`config.mk`:
```
export PLATFORM = sky130hd
export DESIGN_NAME = tft_console_ctrl
export DESIGN_NICKNAME = d
export VERILOG_FILES = /design/src/rtl/tft_console_pkg.sv /design/src/rtl/tft_fill_seq.sv /design/src/rtl/tft_console_ctrl.sv
export SDC_FILE = /design/constraint.sdc
export NUM_CORES = 1
export LEC_CHECK = 0
export BUFFER_PORTS_ARGS = -buffer_cell sky130_fd_sc_hd__buf_2
export CORE_MARGIN = 1
export CORE_UTILIZATION = 59
export DETAILED_ROUTE_END_ITERATION = 10
export GPL_ROUTABILITY_DRIVEN = 0
export PLACE_DENSITY = 0.79
export SETUP_SLACK_MARGIN = 0.4
export SLEW_MARGIN = 20
export SYNTH_ARGS = -nofsm -noshare
export SYNTH_HDL_FRONTEND = slang
export SYNTH_SLANG_ARGS = --single-unit
```
`constraint.sdc`:
```
create_clock -name clk -period 3.65 [get_ports clk]
set_input_delay 0.5475 -clock clk [delete_from_list [all_inputs] [get_ports clk]]
set_output_delay 0.5475 -clock clk [all_outputs]
set_load 0.01 [all_outputs]
```
`src/rtl/tft_console_pkg.sv`:
```
// Shared types, control codes and sizing helpers for the TFT text console.
package tft_console_pkg;

  typedef enum logic [1:0] {
    IDLE       = 2'd0,
    CLR_SCREEN = 2'd1,
    CLR_LINE   = 2'd2
  } state_t;

  localparam logic [7:0] CH_LF     = 8'h0A;
  localparam logic [7:0] CH_CR     = 8'h0D;
  localparam logic [7:0] CH_BS     = 8'h08;
  localparam logic [7:0] CH_FF     = 8'h0C;
  localparam logic [7:0] PRINT_MIN = 8'h20;
  localparam logic [7:0] PRINT_MAX = 8'h7E;

  // Bits needed to index 'cells' entries (at least one bit).
  function automatic int unsigned addr_width(input int unsigned cells);
    return (cells > 1) ? $clog2(cells) : 1;
  endfunction

endpackage

```
`src/rtl/tft_fill_seq.sv`:
```
// Fill address sequencer: walks base..base+len-1, one address per cycle.
// The address/enable are combinational so the parent can register them
// alongside its own writes; done is registered and lines up with the
// parent's registered copy of the final address.
module tft_fill_seq #(
  parameter int unsigned AW           = 12,
  parameter bit          RESET_ACTIVE = 1'b1,
  parameter int unsigned RESET_LEN    = 2560
) (
  input  logic          clk,
  input  logic          reset,
  input  logic          start,
  input  logic [AW-1:0] base,
  input  logic [AW-1:0] len,
  output logic          en_c,
  output logic [AW-1:0] addr_c,
  output logic          done
);

  logic          active;
  logic [AW-1:0] cnt;
  logic [AW-1:0] base_q;
  logic [AW-1:0] len_q;
  logic          last_c;

  assign en_c   = active;
  assign addr_c = base_q + cnt;
  assign last_c = active && (cnt == (len_q - AW'(1)));

  // Run counter; a reset can optionally launch a fill from address 0.
  always_ff @(posedge clk or posedge reset) begin
    if (reset) begin
      active <= RESET_ACTIVE;
      cnt    <= '0;
      base_q <= '0;
      len_q  <= AW'(RESET_LEN);
      done   <= 1'b0;
    end else begin
      done <= last_c;
      if (start) begin
        active <= 1'b1;
        cnt    <= '0;
        base_q <= base;
        len_q  <= len;
      end else if (active) begin
        if (last_c) begin
          active <= 1'b0;
        end else begin
          cnt <= cnt + AW'(1);
        end
      end
    end
  end

endmodule

```
`src/rtl/tft_console_ctrl.sv`:
```
// Terminal-style console: consumes a byte stream, tracks the cursor and is
// the sole writer of the TFT text memory (printing, backspace, line/screen
// clears). No scrolling: the cursor wraps from the last row back to row 0.
module tft_console_ctrl
  import tft_console_pkg::*;
#(
  parameter int unsigned COLS           = 80,
  parameter int unsigned ROWS           = 32,
  parameter logic [7:0]  FILL_CHAR      = 8'h20,
  parameter bit          CLEAR_ON_RESET = 1'b1,
  localparam int unsigned AW            = addr_width(COLS * ROWS),
  localparam int unsigned XW            = addr_width(COLS),
  localparam int unsigned YW            = addr_width(ROWS)
) (
  input  logic          clk,
  input  logic          reset,
  input  logic          char_valid,
  input  logic [7:0]    char_data,
  output logic          char_ready,
  output logic          wr_en,
  output logic [AW-1:0] wr_addr,
  output logic [7:0]    wr_data,
  output logic [XW-1:0] cursor_x,
  output logic [YW-1:0] cursor_y,
  output logic          busy
);

  state_t        state;
  state_t        state_nxt;

  logic          accept_c;
  logic          is_print_c;
  logic          at_eol_c;
  logic [YW-1:0] y_inc_c;
  logic [AW-1:0] cur_addr_c;

  logic          char_wr_c;
  logic [AW-1:0] char_addr_c;
  logic [7:0]    char_dat_c;
  logic [XW-1:0] x_nxt_c;
  logic [YW-1:0] y_nxt_c;
  logic          fill_start_c;
  logic [AW-1:0] fill_base_c;
  logic [AW-1:0] fill_len_c;

  logic          fill_en_c;
  logic [AW-1:0] fill_addr_c;
  logic          fill_done;

  assign char_ready = (state == IDLE) && !reset;
  assign accept_c   = char_valid && char_ready;
  assign is_print_c = (char_data >= PRINT_MIN) && (char_data <= PRINT_MAX);
  assign at_eol_c   = (cursor_x == XW'(COLS - 1));
  assign y_inc_c    = (cursor_y == YW'(ROWS - 1)) ? '0 : cursor_y + YW'(1);
  assign cur_addr_c = AW'(cursor_y) * AW'(COLS) + AW'(cursor_x);

  tft_fill_seq #(
    .AW           (AW),
    .RESET_ACTIVE (CLEAR_ON_RESET),
    .RESET_LEN    (COLS * ROWS)
  ) u_fill (
    .clk    (clk),
    .reset  (reset),
    .start  (fill_start_c),
    .base   (fill_base_c),
    .len    (fill_len_c),
    .en_c   (fill_en_c),
    .addr_c (fill_addr_c),
    .done   (fill_done)
  );

  // State register; reset optionally lands in a full-screen clear.
  always_ff @(posedge clk or posedge reset) begin
    if (reset) begin
      state <= CLEAR_ON_RESET ? CLR_SCREEN : IDLE;
    end else begin
      state <= state_nxt;
    end
  end

  // Next state: line/screen clears are entered from accepted bytes.
  always_comb begin
    state_nxt = state;
    case (state)
      IDLE: begin
        if (accept_c) begin
          if ((is_print_c && at_eol_c) || (char_data == CH_LF)) begin
            state_nxt = CLR_LINE;
          end else if (char_data == CH_FF) begin
            state_nxt = CLR_SCREEN;
          end
        end
      end
      CLR_SCREEN, CLR_LINE: begin
        if (fill_done) begin
          state_nxt = IDLE;
        end
      end
      default: state_nxt = IDLE;
    endcase
  end

  // Byte interpretation: cursor update, direct write and fill launch.
  always_comb begin
    char_wr_c    = 1'b0;
    char_addr_c  = cur_addr_c;
    char_dat_c   = char_data;
    x_nxt_c      = cursor_x;
    y_nxt_c      = cursor_y;
    fill_start_c = 1'b0;
    fill_base_c  = '0;
    fill_len_c   = AW'(COLS * ROWS);
    if ((state == IDLE) && accept_c) begin
      if (is_print_c) begin
        char_wr_c = 1'b1;
        if (at_eol_c) begin
          x_nxt_c      = '0;
          y_nxt_c      = y_inc_c;
          fill_start_c = 1'b1;
          fill_base_c  = AW'(y_inc_c) * AW'(COLS);
          fill_len_c   = AW'(COLS);
        end else begin
          x_nxt_c = cursor_x + XW'(1);
        end
      end else if (char_data == CH_LF) begin
        x_nxt_c      = '0;
        y_nxt_c      = y_inc_c;
        fill_start_c = 1'b1;
        fill_base_c  = AW'(y_inc_c) * AW'(COLS);
        fill_len_c   = AW'(COLS);
      end else if (char_data == CH_CR) begin
        x_nxt_c = '0;
      end else if (char_data == CH_BS) begin
        if (cursor_x != '0) begin
          x_nxt_c     = cursor_x - XW'(1);
          char_wr_c   = 1'b1;
          char_addr_c = cur_addr_c - AW'(1);
          char_dat_c  = FILL_CHAR;
        end
      end else if (char_data == CH_FF) begin
        x_nxt_c      = '0;
        y_nxt_c      = '0;
        fill_start_c = 1'b1;
      end
    end
  end

  // Registered write port, cursor and busy flag.
  always_ff @(posedge clk or posedge reset) begin
    if (reset) begin
      wr_en    <= 1'b0;
      wr_addr  <= '0;
      wr_data  <= '0;
      cursor_x <= '0;
      cursor_y <= '0;
      busy     <= CLEAR_ON_RESET;
    end else begin
      wr_en <= fill_en_c || char_wr_c;
      if (fill_en_c) begin
        wr_addr <= fill_addr_c;
        wr_data <= FILL_CHAR;
      end else if (char_wr_c) begin
        wr_addr <= char_addr_c;
        wr_data <= char_dat_c;
      end
      cursor_x <= x_nxt_c;
      cursor_y <= y_nxt_c;
      busy     <= (state_nxt != IDLE);
    end
  end

endmodule

```
* Word-level counts from Yosys, hierarchy flattened *
Cells that the tools add are included.

cells by class
  magnitude comparators = 2
  $mul = 2
  multiplexer cells = 62
  reductions and logical operators = 20
  add/subtract/negate cells = 8
  equality and inequality tests = 14

operators by type and width
  operator                 number
  $mux W12                 19
  $mux W8                  8
  $mux W7                  7
  $mux W5                  7
  $eq A8 B4 Y1 const B     4
  $sub A12 B1 Y12 const B  2
  $mul A5 B3 Y8 const B    2
  $mux W1                  16
  $add A12 B1 Y12 const B  1
  $add A12 B12 Y12         1
  $add A12 B7 Y12          1
  $eq A12 B12 Y1           1
  $ge A8 B6 Y1 const B     1
  $le A8 B7 Y1 const B     1
  $mux W2                  4
  $add A7 B1 Y7 const B    1
  $eq A7 B7 Y1 const B     1
  $reduce_bool A7 Y1       1
  $sub A7 B1 Y7 const B    1
  $logic_and A1 B1 Y1      6
  $ne A3 B3 Y1 const B     2
  $reduce_bool A2 Y1       3
  $add A5 B1 Y5 const B    1
  $eq A5 B5 Y1 const B     1
  15 further kinds         16

storage, ports and cells
  register bits after elaboration = 74
  logic and storage cells = 120

* Logic depth before layout (Yosys ltp) *
  depth in word-level cells = 11
  depth in mapped cells = 11

* Hierarchy *
A second synthesis with hierarchy kept.

second synthesis, totals
  cell total of the unflattened synthesis = 588
  area total of the unflattened synthesis = 5420.2 µm²

modules (own cells, without submodules)
  module            area an instance (µm²)  instances  cells each
  tft_console_ctrl  2895.3                  1          336
  tft_fill_seq      2524.9                  1          252

* Least setup slack after synthesis *
Ideal clock, no wire load.

  path type = reg2reg
  from = reg cursor_y[1]
  to = reg wr_addr[11]
  setup slack = 0.953 ns
  data arrival time = 2.581 ns
  clock period less this slack = 2.697 ns
  required time = 3.534 ns
  library setup time = 0.116 ns
  cell stages (with the launch flop) = 10
  path through = dfrtp_1 > ha_1 > ha_1 > fa_1 > nand2_1 > nor4_1 > nand2b_1 > o2111ai_1 > xnor2_1 > o311ai_0

on the way
  cells in the longest elaborated chain, start to end = 11

RTL lines
  element                   RTL line                 source
  start: declaration        tft_console_ctrl.sv:24   output logic [YW-1:0] cursor_y,
  start signal: assignment  tft_console_ctrl.sv:167  cursor_y <= y_nxt_c;
  $mul A5 B3 Y8 *           tft_console_ctrl.sv:55   assign cur_addr_c = AW'(cursor_y) * AW'(COLS) + AW'(cursor_x);
  $add A12 B7 Y12 *         tft_console_ctrl.sv:55
  $sub A12 B1 Y12           tft_console_ctrl.sv:137  char_addr_c = cur_addr_c - AW'(1);
  $mux W12                  tft_console_ctrl.sv:134  if (cursor_x != '0) begin
  $mux W12                  tft_console_ctrl.sv:133  end else if (char_data == CH_BS) begin
  $mux W12                  tft_console_ctrl.sv:131  end else if (char_data == CH_CR) begin
  $mux W12                  tft_console_ctrl.sv:125  end else if (char_data == CH_LF) begin
  $mux W12                  tft_console_ctrl.sv:114  if (is_print_c) begin
  $mux W12 *                tft_console_ctrl.sv:113  if ((state == IDLE) && accept_c) begin
  $mux W12 *                tft_console_ctrl.sv:162  end else if (char_wr_c) begin
  $mux W12 *                tft_console_ctrl.sv:159  if (fill_en_c) begin
  end signal: assignment    tft_console_ctrl.sv:160  wr_addr <= fill_addr_c;
  end signal: assignment    tft_console_ctrl.sv:163  wr_addr <= char_addr_c;
  end: declaration          tft_console_ctrl.sv:21   output logic [AW-1:0] wr_addr,

Mark *: on every way between the ends. The rest lies on a longest branch, timed or not. The select of a mux whose other input is x is not followed.
A chain may end at the register's enable or synchronous reset.

* Final worst setup path *
Same ends and word-level chain as after synthesis.

==> impl_metrics.csv <==
group,metric,value,unit
timing,max_freq,340,MHz
final_layout,final_common_cell,"dfrtp_1",
clocking,clkTransAtPathRegs,0.08,ns
die,dieWidth,85.3,µm
timing,slew_viol_final,0,
synth,yosys_register_bits,60,
clocking,ctsLongestPathBuffers,2,
timing,grt_setup_unrepaired,"no",
final_layout,num_antenna_cells,0,
synth,yosysWarningCount,0,
routing,drt_iter0_markers,264,
routing,viasPerCell,6.07,
synth,postSynthAreaPerCell,8.83,µm²
timing,fin_setup_tns,0,ns
timing,setup_ws,0.707,ns
clocking,cts-resized-gates,0,
clocking,cts.root.buffer_cell,"clkbuf_8",
timing,finalHoldViolCount,0,
global_routing,overflow,0,
run_status,outcome,"complete, no violations",
synth,synth_cells,464,
global_routing,grt_pass1_wl,16000,µm
power_and_ir_drop,pwr_density_cell,288,mW/mm²
clocking,cts_hold_buf,0,
final_layout,layout_common_cells,"56 x dfrtp_1, 49 x nand2_1, 45 x buf_2, 44 x nor2_1",
clocking,cts_sinks,60,
setup_path,crit_type,"reg -> reg",
timing,fin_crit,2.94,ns
timing,relSlewSlack,44.4,%
setup_path,crit_fanout,7,
clocking,clkLatencyLatePin,0.35,ns
synth,netlist_area,0.00410,mm²
final_layout,nNetsFinal,556,
clocking,cts_buffers,9,
final_layout,n_fill_cell,546,
die,die_y,85.3,µm
synth,synth-async-reset-ratio,100,%
die,coreArea,0.00676,mm²
die,dieArea,0.00728,mm²
synth,synth_fp_nets,512,
global_routing,grt_antenna_before_repair,0,
power_and_ir_drop,clockPowerShare,46.7,%
routing,via_count,3600,
placed_design,dpl_worst_slack,0.739,ns
final_layout,multiInputGateArea,0.00242,mm²
placed_design,dpl.hpwl,7090,µm
power_and_ir_drop,max-vdd-ir-drop,0.000205,V
timing,tightest_slew,0.833,ns
job,maxCapViolations,0,
die,initial_utilization,60.6,%
final_layout,drive_gt1_share,15.4,%
hold_path,hold_class,"in -> async",
power_and_ir_drop,power_frac_seq,50.4,%
power_and_ir_drop,p_leak,2.13,nW
setup_path,crit_arrival,3.18,ns
routing,drc_errors,0,
clocking,cts_tree,"done",
timing,fin_skew,0.0102,ns
synth,synthFlopType,"dfrtp_1",
setup_path,cp.required,3.89,ns
synth,yosysSeqAreaShare,36.8,%
global_routing,grt_pass1_vias,3370,
power_and_ir_drop,power.switching,0.000326,W
routing,antenna_left,0,
global_routing,grt_max_degree,49,
clocking,htree_levels,3,
clocking,post_cts.repair.setup_buffers,0,
final_layout,area_growth,11.9,%
synth,synth_cell_type_count,54,
placed_design,io_buffers,45,
setup_path,cp-end-kind,"register",
routing,first_pass_iters,5,
synth,synth-edff-count,0,
final_layout,ff_latch_area,0.00151,mm²
die,num_rows,30,
timing,setup_violations,0,
die,io_pins,46,
setup_path,critPathLaunchType,"register",
power_and_ir_drop,p_int,0.000993,W
routing,wl,9640,µm
routing,wire_per_inst,16.3,µm
power_and_ir_drop,combPwrFrac,2.9,%
timing,post-route-period-util,80.6,%
global_routing,grt_util_all_layers,28.3,%
power_and_ir_drop,swShare,24.7,%
## cells in the mapped netlist, drive strengths merged (2+ instances only)
| cell type | number | area, µm² |
|---|---|---|
| a211o | 2 | 18.8 |
| a211oi | 5 | 37.5 |
| a21o | 10 | 75.1 |
| a21oi | 33 | 165 |
| a221oi | 2 | 17.5 |
| a22o | 4 | 35.0 |
| a22oi | 4 | 30.0 |
| a31oi | 3 | 18.8 |
| and2 | 5 | 31.3 |
| and3 | 4 | 25.0 |
| buf | 6 | 36.3 |
| clkbuf | 11 | 41.3 |
| dfrtp | 56 | 1400 |
| dfstp | 4 | 105 |
| fa | 4 | 80.1 |
| ha | 33 | 413 |
| inv | 23 | 86.3 |
| mux2i | 6 | 60.1 |
| nand2 | 49 | 184 |
| nand2b | 5 | 31.3 |
| nand3 | 11 | 55.1 |
| nand4 | 7 | 43.8 |
| nor2 | 44 | 165 |
| nor2b | 3 | 18.8 |
| nor3 | 18 | 90.1 |
| nor4 | 7 | 71.3 |
| nor4b | 2 | 17.5 |
| o211ai | 2 | 15.0 |
| o21ai | 31 | 159 |
| o22ai | 5 | 31.3 |
| o31ai | 9 | 67.6 |
| or2 | 2 | 15.0 |
| or3 | 4 | 25.0 |
| or4 | 2 | 15.0 |
| or4b | 2 | 20.0 |
| xnor2 | 23 | 201 |
| xor2 | 13 | 114 |
## sequential cells by signal, summed over array words and instances (netlist names)
name	cells
busy	1
cursor_x	7
cursor_y	5
state	2
u_fill.base_q	8
u_fill.cnt	12
u_fill.done	1
u_fill.en_c	1
u_fill.len_q	2
wr_addr	12
wr_data	8
wr_en	1
## through the flow
step | total power (W) | area [µm²] | std cells | util, % | hold slack [ns]
4_1_cts | 0.00133 | 4580 | 593 | 67.8 | 0.468
6_report | 0.00132 | 4580 | 593 | 67.9 | 0.346
5_1_grt | 0.00136 | 4580 | 593 | 67.9 | 0.414
3_3_place_gp | 0.000715 | 4380 | 577 | 64.9 | 0.480
3_5_place_dp | 0.000717 | 4380 | 577 | 64.9 | 0.484
2_1_floorplan | 0.000699 | 4100 | 464 | - | 0.456
## worst max-delay path, cell delays in order, from the launching register on
cell and delay [ns]:
dfrtp_1 0.45, ha_1 0.35, ha_1 0.22, fa_1 0.62, nand2_1 0.15, nor4_1 0.33, nand2b_1 0.16, o2111ai_1 0.14
xnor2_1 0.16, o311ai_0 0.27
## cell families after synthesis
kind of cell             share of synthesized area [%]
AND/OR/NAND/NOR                                   20.1
AO/OA/AOI/OAI                                     17.8
flip-flops                                        36.8
buffers and inverters                             4.09
adder cells (fa/ha/maj)                           12.0
XOR/XNOR                                          7.69
multiplexers                                      1.47
## final cells by class
type	count	share of cell area [%]
flip-flops and latches	60	32.9
multi-input cells	363	52.9
well taps	80	2.18
clock inverters	7	1.66
repair buffers	50	5.73
inverters	24	1.99
clock buffers	9	2.70
## final timing paths
kind	from	depth (start not counted)	to	slack, ns
max reg2reg	cursor_y[1]	9	wr_addr[11]	0.71
min in group clk	char_data[4]	3	wr_data[4]	0.48
max	cursor_y[1]	9	wr_addr[11]	0.71
max in group asynchronous	reset	3	wr_addr[5]	2.62
min	reset	2	cursor_x[4]	0.35
min reg2reg	u_fill.base_q[9]	2	u_fill.base_q[9]	0.50
## power by group through the flow
stage | registers, W | logic, W | clock network (W)
floorplan | 0.000677 | 0.0000216 | 0
global placement | 0.000677 | 0.0000378 | 0
detailed placement | 0.000677 | 0.0000394 | 0
CTS | 0.000665 | 0.0000393 | 0.000621
global route | 0.000664 | 0.0000438 | 0.000653
finish | 0.000665 | 0.0000384 | 0.000616
## metal layers
layer | GRT usage, % | wire (µm) | vias up | share of wire [%]
met4 | 12.7 | 265 | 0 | 2.7
met1 | 37.7 | 4440 | 1708 | 46
li1 | - | - | 1747 | -
met5 | 0 | 0 | - | 0
met2 | 44.3 | 4440 | 125 | 46
met3 | 6.32 | 495 | 20 | 5.1
Power figures use the tool's default switching activity.
